`config.mk`:
```
export PLATFORM = sky130hd
export DESIGN_NAME = game_sequencer
export DESIGN_NICKNAME = d
export VERILOG_FILES = /design/src/rtl/game_seq_pkg.sv /design/src/rtl/game_sequencer_update_pacer.sv /design/src/rtl/game_sequencer.sv
export SDC_FILE = /design/constraint.sdc
export NUM_CORES = 1
export LEC_CHECK = 0
export BUFFER_PORTS_ARGS = -buffer_cell sky130_fd_sc_hd__buf_2
export CELL_PAD_IN_SITES_DETAIL_PLACEMENT = 1
export CELL_PAD_IN_SITES_GLOBAL_PLACEMENT = 1
export CORE_ASPECT_RATIO = 1.5
export CORE_MARGIN = 2
export CORE_UTILIZATION = 40
export CTS_BUF_LIST = sky130_fd_sc_hd__clkbuf_4
export CTS_CLUSTER_SIZE = 10
export DETAILED_ROUTE_END_ITERATION = 16
export PLACE_DENSITY = 0.75
export SYNTH_ARGS = -nofsm -noshare
export SYNTH_HDL_FRONTEND = slang
export SYNTH_SLANG_ARGS = --single-unit
```
`constraint.sdc`:
```
create_clock -name i_clk -period 12 [get_ports i_clk]
set_input_delay 2.4 -clock i_clk [delete_from_list [all_inputs] [get_ports i_clk]]
set_output_delay 2.4 -clock i_clk [all_outputs]
set_load 0.005 [all_outputs]
```
`src/rtl/game_seq_pkg.sv`:
```
// Shared types and default constants for the game run controller.
package game_seq_pkg;

  typedef enum logic [1:0] {
    WAITING   = 2'd0,
    RUNNING   = 2'd1,
    CRASHED   = 2'd2,
    RESETTING = 2'd3
  } state_t;

  localparam int SPEED_SCALE        = 1024;   // speed fixed-point 1.0
  localparam int DEF_INIT_SPEED     = 6144;
  localparam int DEF_MAX_SPEED      = 13312;
  localparam int DEF_ACCEL          = 1;
  localparam int DEF_UPDATE_GAP     = 4;
  localparam int DEF_CLEAR_FRAMES   = 180;
  localparam int DEF_LOCKOUT_FRAMES = 30;
  localparam int PEND_MAX           = 63;     // limit of the 6-bit timer

  // Speed after an update covering t frames; the wide sum cannot wrap before the clamp.
  function automatic logic [14:0] speed_next(input logic [14:0] spd, input logic [5:0] t,
                                             input int accel, input int max_s);
    logic [20:0] w_sum;
    w_sum = {6'd0, spd} + 21'(accel) * {15'd0, t};
    return (w_sum > 21'(max_s)) ? 15'(max_s) : w_sum[14:0];
  endfunction

endpackage

```
`src/rtl/game_sequencer_update_pacer.sv`:
```
// Collects frame ticks and releases them as update strobes spaced at least GAP cycles apart.
module update_pacer
  import game_seq_pkg::*;
#(
  parameter int GAP = DEF_UPDATE_GAP
) (
  input  logic       i_clk,
  input  logic       i_rst,
  input  logic       i_en,     // ticks only count while enabled
  input  logic       i_flush,  // drops pending frames and the gap, suppresses issue
  input  logic       i_tick,
  output logic       o_update,
  output logic [5:0] o_timer
);

  logic [5:0] r_pend;
  logic [7:0] r_gap;
  logic       w_issue;
  logic       w_tick;

  assign w_tick   = i_en & i_tick;
  assign w_issue  = i_en & ~i_flush & (r_pend != 6'd0) & (r_gap == 8'd0);
  assign o_update = w_issue;
  assign o_timer  = w_issue ? r_pend : 6'd0;

  // Pending frame count and spacing counter; a tick in the issue cycle starts the next batch.
  always_ff @(posedge i_clk) begin
    if (i_rst || i_flush) begin
      r_pend <= 6'd0;
      r_gap  <= 8'd0;
    end else if (w_issue) begin
      r_pend <= w_tick ? 6'd1 : 6'd0;
      r_gap  <= 8'(GAP - 1);
    end else begin
      if (w_tick && r_pend != 6'(PEND_MAX)) r_pend <= r_pend + 6'd1;
      if (r_gap != 8'd0) r_gap <= r_gap - 8'd1;
    end
  end

endmodule

```
`src/rtl/game_sequencer.sv`:
```
// Run controller: game FSM, paced horizon updates, speed ramp, obstacle delay, restart lockout.
// Optional macro GAME_SEQ_ACCEL_EN enables the speed ramp; otherwise speed stays at INIT_SPEED.
module game_sequencer
  import game_seq_pkg::*;
#(
  parameter int INIT_SPEED     = DEF_INIT_SPEED,
  parameter int UPDATE_GAP     = DEF_UPDATE_GAP,
  parameter int CLEAR_FRAMES   = DEF_CLEAR_FRAMES,
  parameter int LOCKOUT_FRAMES = DEF_LOCKOUT_FRAMES
`ifdef GAME_SEQ_ACCEL_EN
  ,
  parameter int MAX_SPEED      = DEF_MAX_SPEED,
  parameter int ACCEL          = DEF_ACCEL
`endif
) (
  input  logic        i_clk,
  input  logic        i_rst,
  input  logic        i_frame_tick,
  input  logic        i_start_req,
  input  logic        i_crash_in,
  input  logic        i_restart_req,
  output logic        o_start,
  output logic        o_crash,
  output logic        o_update,
  output logic [5:0]  o_timer,
  output logic [14:0] o_speed,
  output logic        o_has_obstacles,
  output logic        o_game_rst
);

  state_t     r_state, w_next;
  logic [7:0] r_clr;
  logic [7:0] r_lock;
  logic       w_flush;
  logic       w_reload;
  logic [8:0] w_clr_sum;

  assign w_reload = (r_state == RESETTING);
  assign w_flush  = ((r_state == RUNNING) & i_crash_in) | w_reload;

  // State register
  always_ff @(posedge i_clk) begin
    if (i_rst) r_state <= WAITING;
    else       r_state <= w_next;
  end

  // Next state and the start pulse
  always_comb begin
    w_next  = r_state;
    o_start = 1'b0;
    case (r_state)
      WAITING:   if (i_start_req) begin
                   w_next  = RUNNING;
                   o_start = 1'b1;
                 end
      RUNNING:   if (i_crash_in) w_next = CRASHED;
      CRASHED:   if (i_restart_req && r_lock == 8'(LOCKOUT_FRAMES)) w_next = RESETTING;
      RESETTING: w_next = WAITING;
      default:   w_next = WAITING;
    endcase
  end

  assign o_crash    = (r_state == CRASHED);
  assign o_game_rst = w_reload;

  update_pacer #(.GAP(UPDATE_GAP)) u_pacer (
    .i_clk    (i_clk),
    .i_rst    (i_rst),
    .i_en     (r_state == RUNNING),
    .i_flush  (w_flush),
    .i_tick   (i_frame_tick),
    .o_update (o_update),
    .o_timer  (o_timer)
  );

`ifdef GAME_SEQ_ACCEL_EN
  logic [14:0] r_speed;
  // Speed ramps by the frames each update covers, clamped at MAX_SPEED
  always_ff @(posedge i_clk) begin
    if (i_rst || w_reload) r_speed <= 15'(INIT_SPEED);
    else if (o_update)     r_speed <= speed_next(r_speed, o_timer, ACCEL, MAX_SPEED);
  end
  assign o_speed = r_speed;
`else
  assign o_speed = 15'(INIT_SPEED);
`endif

  assign w_clr_sum = {1'b0, r_clr} + {3'd0, o_timer};

  // Frames survived since start; obstacles are enabled once the runway is clear
  always_ff @(posedge i_clk) begin
    if (i_rst || w_reload) r_clr <= 8'd0;
    else if (o_update)     r_clr <= (w_clr_sum >= 9'(CLEAR_FRAMES)) ? 8'(CLEAR_FRAMES) : w_clr_sum[7:0];
  end

  assign o_has_obstacles = (r_clr == 8'(CLEAR_FRAMES));

  // Frames spent crashed; restart is only honoured after the lockout fills
  always_ff @(posedge i_clk) begin
    if (i_rst || w_reload) r_lock <= 8'd0;
    else if (r_state == CRASHED && i_frame_tick && r_lock != 8'(LOCKOUT_FRAMES))
      r_lock <= r_lock + 8'd1;
  end

endmodule

```
==> metrics.txt, run 1 <==
Synth top cells by count=nor2_1, dfxtp_1, ha_1; HP Class=register to register; Die X-Extent=62.9 um; CP peak stage delay=0.55 ns; number of setup buffers added after CTS=0; Clock Tree Root=clkbuf_4; Yosys cell types=45; reg-to-reg startpoint=u_pacer.r_gap[2]; Crit Path Max Fanout=14; hold path depth=2; Most used DFF post-synth=dfxtp_1; routed via count=1764; Slew Limit Fails=0; post-cts resize count=0; Std-Cell Core Area=5080 um^2; mapped cell area=2080 um^2; Routed wire per std cell=13.6 um; grt total ovfl=0; top cells by area, synth=dfxtp_1, ha_1, nor2_1, buf_4, xor2_1; routed vias/inst=5.22; EDFF count, synth=0; # DRC=0; Antenna Cells=0; CP endpoint kind=primary output; simple-gate area share of the yosys netlist=0.276; Core Rows=32; PwrDens=151 nW/um^2; post-route setup slack=5.66 ns; initial antenna violation count=0; synthesized instance count=253; critical path class=primary input to primary output; worst path required time=9.60 ns; status=complete, no violations; crit-path cells=buf_2 -> nand2b_1 -> a211oi_1 -> nand2b_4 -> clkinv_2 -> nand2_1 -> inv_1 -> buf_2; initial core utilization=0.409; Routed Antenna Nets=0; flop-to-flop setup slack=7.61 ns; combinational family with the most area after synthesis=simple AND/OR/NAND/NOR gates; max cap viols=0; # fillers=668; drt initial violations=58; layout cells sized above 1=0.107; flops & latches, synth=32; mux contribution to synthesized area=0.0151; nets@finish=293; Worst VDD drop=0.0000804 V; vias in the first global route=1791; clk sink count=32; worst slack at placement=5.62 ns; Post-Route WL=4590 um; clk buf depth=2; maximum clock frequency=158 MHz; Synth Area in XOR/XNOR=0.0759; final hold violation count=0; R2R cell count=13; Final setup viols=0; CP Depth=8; FF-to-FF End=r_clr[2]; Setup crit end=o_timer[1]; global-route wire length before repair=8090 um; CTS H-tree depth=2; Synth Area in Compound Gates=0.114; Yosys Warn Count=0; Clock transition at path regs=0.09 ns; gr usage total=0.172; largest area contributor in the netlist=dfxtp_1; area delta synth->final=5.66%; largest net degree at the start of global routing=15; IO Pins=32; RSZ-0062 raised after global routing=no; Least-Margin Pin Slew=0.617 ns; relative slew slack=0.586; Die Y=92.3 um; delay-heaviest family, CP=compound AO/OA/AOI/OAI gates; Fin Clk Skew=0.0128 ns; gp weighted congestion=0.751; Num CTS Buffers=5; drt pass-1 iters=4; Worst Setup SP=i_crash_in; Startpoint Class=primary input; slowest CP cell=a211oi_1; Final min period=6.34 ns; post-synthesis sequential area ratio=0.308; Final period util=0.528; die area=5800 um^2; CTS tree=yes; Detailed Place HPWL=3630 um; Synth Area per Inst=8.21 um^2; top-area cell type share of the netlist area=0.308; # hold bufs at CTS=0; LEAKAGE=0.931 nW; setup_tns=0 ns; clk_lat worst skew=0.33 ns; Critical Path Most Common Cell=buf_2; Data arrival, critical path=3.94 ns; input/output buffers=16; most frequent cell after synthesis=nor2_1; WP buf/inv=4; Synth Area in Adders=0.112; FFs w/ async S/R, synth=0
[worst min-delay path by stage]
stage / startpoint / end / slack [ns]
floorplan: r_lock[4] / r_lock[4] / 0.47
global placement: u_pacer.r_pend[0] / u_pacer.r_pend[0] / 0.50
detailed placement: r_lock[4] / r_lock[4] / 0.50
CTS: r_lock[4] / r_lock[4] / 0.52
global route: r_clr[3] / r_clr[3] / 0.57
finish: r_lock[4] / r_lock[4] / 0.51
[power breakdown]
part           leakage, nW  total, mW  switching (mW)  internal (mW)
Combinational        0.639      0.130          0.0702         0.0596
Sequential           0.260      0.143          0.0187          0.125
Clock               0.0324     0.0592          0.0377         0.0215
[state kept, by name, summed over array words and instances, names as in the netlist]
| signal | flops |
|---|---|
| r_clr | 8 |
| u_pacer.r_pend | 6 |
| u_pacer.r_gap | 8 |
| r_state | 2 |
| r_lock | 8 |
[cells in the final DEF (no fill, tap or decap), types with 2 or more instances in the layout]
master,count
a211oi_1,4
a21oi_1,14
a31oi_1,2
a32o_1,3
and2_1,5
and3_1,7
and4b_1,2
buf_2,16
clkbuf_4,5
clkinv_2,3
conb_1,15
dfxtp_1,32
ha_1,17
inv_1,12
mux2i_1,2
nand2_1,16
nand2b_1,3
nand3_1,8
nand4_1,4
nor2_1,33
nor2b_1,4
nor3_1,9
nor4_1,5
nor4b_1,3
o211ai_1,2
o21ai_0,8
or2_2,2
or3_1,2
xnor2_1,8
xor2_1,10
[tightest hold or removal path, stage by stage, from the launching register on]
cell and delay [ns]:
dfxtp_1 0.34, xor2_1 0.07, nor2_1 0.07
[layer usage]
layer,up-vias,track usage,part of all wire
li1,884,-,-
met1,848,0.193,0.43
met2,27,0.331,0.54
met3,5,0.0221,0.023
met4,0,0.0556,0.011
met5,-,0,0
[final cells by class]
cell class | count | area [um^2] | share of cell area
multi-input combinational | 201 | 1290 | 0.587
clock inverter | 3 | 13.8 | 0.00627
inverter | 13 | 50.0 | 0.0228
clock buffer | 5 | 37.5 | 0.0171
tap | 68 | 85.1 | 0.0387
sequential | 32 | 641 | 0.292
timing repair buffer | 16 | 80.1 | 0.0365
[cells by family after synthesis]
| logic type | Yosys count |
|---|---|
| DFF | 32 |
| buffers and inverters | 33 |
| adders and majority gates | 18 |
| other | 2 |
| AOI/OAI and AO/OA | 38 |
| muxes | 3 |
| xor gates and xnor gates | 18 |
| and+or+nand+nor | 109 |
[through the flow]
step                utilization  area, um^2  std cells  hold WS (ns)  power, mW
floorplan                     -        2130        266         0.472      0.252
global route              0.432        2200        338         0.573      0.363
global placement          0.422        2140        330         0.496      0.272
CTS                       0.432        2200        338         0.523      0.338
finish                    0.432        2200        338         0.514      0.332
detailed placement        0.422        2140        330         0.496      0.278
No activity file was read; power rests on OpenSTA's default activity.
==> run 2: changes to the inputs <==
--- a/config.mk
+++ b/config.mk
@@ -10,11 +10,11 @@
 export CELL_PAD_IN_SITES_GLOBAL_PLACEMENT = 1
 export CORE_ASPECT_RATIO = 1.5
 export CORE_MARGIN = 2
-export CORE_UTILIZATION = 40
+export CORE_UTILIZATION = 39
 export CTS_BUF_LIST = sky130_fd_sc_hd__clkbuf_4
 export CTS_CLUSTER_SIZE = 10
 export DETAILED_ROUTE_END_ITERATION = 16
-export PLACE_DENSITY = 0.75
+export PLACE_DENSITY = 0.76
 export SYNTH_ARGS = -nofsm -noshare
 export SYNTH_HDL_FRONTEND = slang
 export SYNTH_SLANG_ARGS = --single-unit
==> constraint.sdc (replaced) <==
create_clock -name i_clk -period 5.29 [get_ports i_clk]
set_input_delay 1.058 -clock i_clk [delete_from_list [all_inputs] [get_ports i_clk]]
set_output_delay 1.058 -clock i_clk [all_outputs]
set_load 0.005 [all_outputs]
==> metrics.txt, run 2 (same netlist as run 1, synthesis figures left out) <==
dpl cells=330; Routed Antenna Nets=0; Num CTS Buffers=5; max cap viols=0; GRT busiest layer=met2; fin util=0.427; die area=5940 um^2; CP endpoint kind=register; area delta synth->final=5.36%; commonest non-fill, non-tap cell in the layout=nor2_1; global-route wire length before repair=7920 um; most frequent cells in the layout=nor2_1, dfxtp_1, ha_1, nand2_1, buf_2; relative slew slack=0.625; maximum clock frequency=234 MHz; critical path class=register to register; input/output buffers=16; grt total ovfl=0; drt pass-1 iters=4; drt initial violations=22; status=complete, no violations; CTS tree=yes; Die Y=93.4 um; clk sink count=32; layout cells sized above 1=0.100; Clock Tree Root=clkbuf_4; Clock transition at path regs=0.09 ns; # DRC=0; RSZ-0062 raised after global routing=no; Tot Pwr=743 uW; routed via count=1765; flop-to-flop setup slack=1.02 ns; hold path depth=2; Final period util=0.807; PwrDens=339 nW/um^2; met3 Use GR=0.0265; Final setup viols=0; Startpoint Class=register; slowest CP cell=or4b_1; LEAKAGE=0.925 nW; CTS H-tree depth=2; Hold Crit Endpoint=u_pacer.r_gap[5]; # hold bufs at CTS=0; Post-Layout Cell Count=337; initial core utilization=0.406; delay-heaviest family, CP=simple AND/OR/NAND/NOR gates; Slew Limit Fails=0; routed vias/inst=5.24; Least-Margin Pin Slew=0.560 ns; met1 Track Usage GR=0.183; gr usage total=0.168; gp weighted congestion=0.854; Fin Clk Skew=0.0149 ns; Die X-Extent=63.6 um; reg-to-reg startpoint=u_pacer.r_gap[2]; crit-path cells=or4_4 -> or4b_1 -> nand2b_4 -> nor2_1 -> ha_1 -> inv_1 -> fa_1 -> nand2b_1 -> a21oi_1 -> o22ai_1 -> mux2_2 -> o211ai_1 -> a31oi_1; vias in the first global route=1796; Crit Path Max Fanout=12; worst hold start=u_pacer.r_gap[5]; WP buf/inv=1; M2 GR Usage=0.316; Worst VDD drop=0.000230 V; Antenna Cells=0; Final min period=4.27 ns; initial antenna violation count=0; top flop regs=r_clr: 8 flops, r_lock: 8 flops, u_pacer.r_gap: 8 flops; Routed wire per std cell=13.6 um; clk buf depth=2; clk_lat worst skew=0.33 ns; FF-to-FF End=r_clr[2]; IO Pins=32; CP peak stage delay=0.63 ns; largest net degree at the start of global routing=15; post-cts resize count=0; Post-Route WL=4570 um; final hold violation count=0; Detailed Place HPWL=3650 um; worst path required time=5.49 ns; Data arrival, critical path=4.48 ns; number of setup buffers added after CTS=0; HP Class=register to register; nets@finish=293; Core Rows=32; setup_tns=0 ns; Std-Cell Core Area=5120 um^2; R2R cell count=13
==> run 2: cell count changes in the layout (fill, tap and decap cells not counted) <==
cell      change
clkinv_1      +1
clkinv_2      -2
==> run 2: worst max-delay path by stage <==
stage                           startpoint       end  cells after the start
after floorplan                 i_crash_in  r_clr[2]                     14
final                     u_pacer.r_gap[2]  r_clr[2]                     13
after detailed placement        i_crash_in  r_clr[2]                     14
after global routing      u_pacer.r_gap[2]  r_clr[4]                     13
after global placement          i_crash_in  r_clr[2]                     14
after CTS                 u_pacer.r_gap[2]  r_clr[2]                     13
==> run 2: metal layers <==
layer,up-vias,part of all wire
li1,891,-
met1,833,0.42
met2,33,0.53
met3,8,0.033
met4,0,0.022
met5,-,0
==> run 2: tightest hold or removal path, delay by kind of cell (launching register included) <==
kind             cells  cell delay, ns
XOR/XNOR             1            0.08
flip-flops           1            0.35
AND/OR/NAND/NOR      1            0.07
==> run 2: where the power goes <==
part / internal, mW / switching [mW]
sequential: 0.283 / 0.0420
combinational: 0.135 / 0.157
clock: 0.0463 / 0.0791
==> run 2: cell type report <==
cell class / count / area (um^2)
multi-input combinational: 201 / 1290
fill: 689 / 2940
tap: 68 / 85.1
clock inverter: 2 / 7.51
timing repair buffer: 16 / 80.1
inverter: 13 / 50.0
sequential: 32 / 641
clock buffer: 5 / 37.5
==> run 2: per-stage QoR <==
step / setup slack (ns) / cell area (um^2) / hold WS, ns
floorplan: 1.29 / 2130 / 0.472
global placement: 0.875 / 2140 / 0.488
detailed placement: 0.805 / 2140 / 0.492
CTS: 1.03 / 2190 / 0.528
global route: 0.761 / 2190 / 0.566
finish: 1.02 / 2190 / 0.523
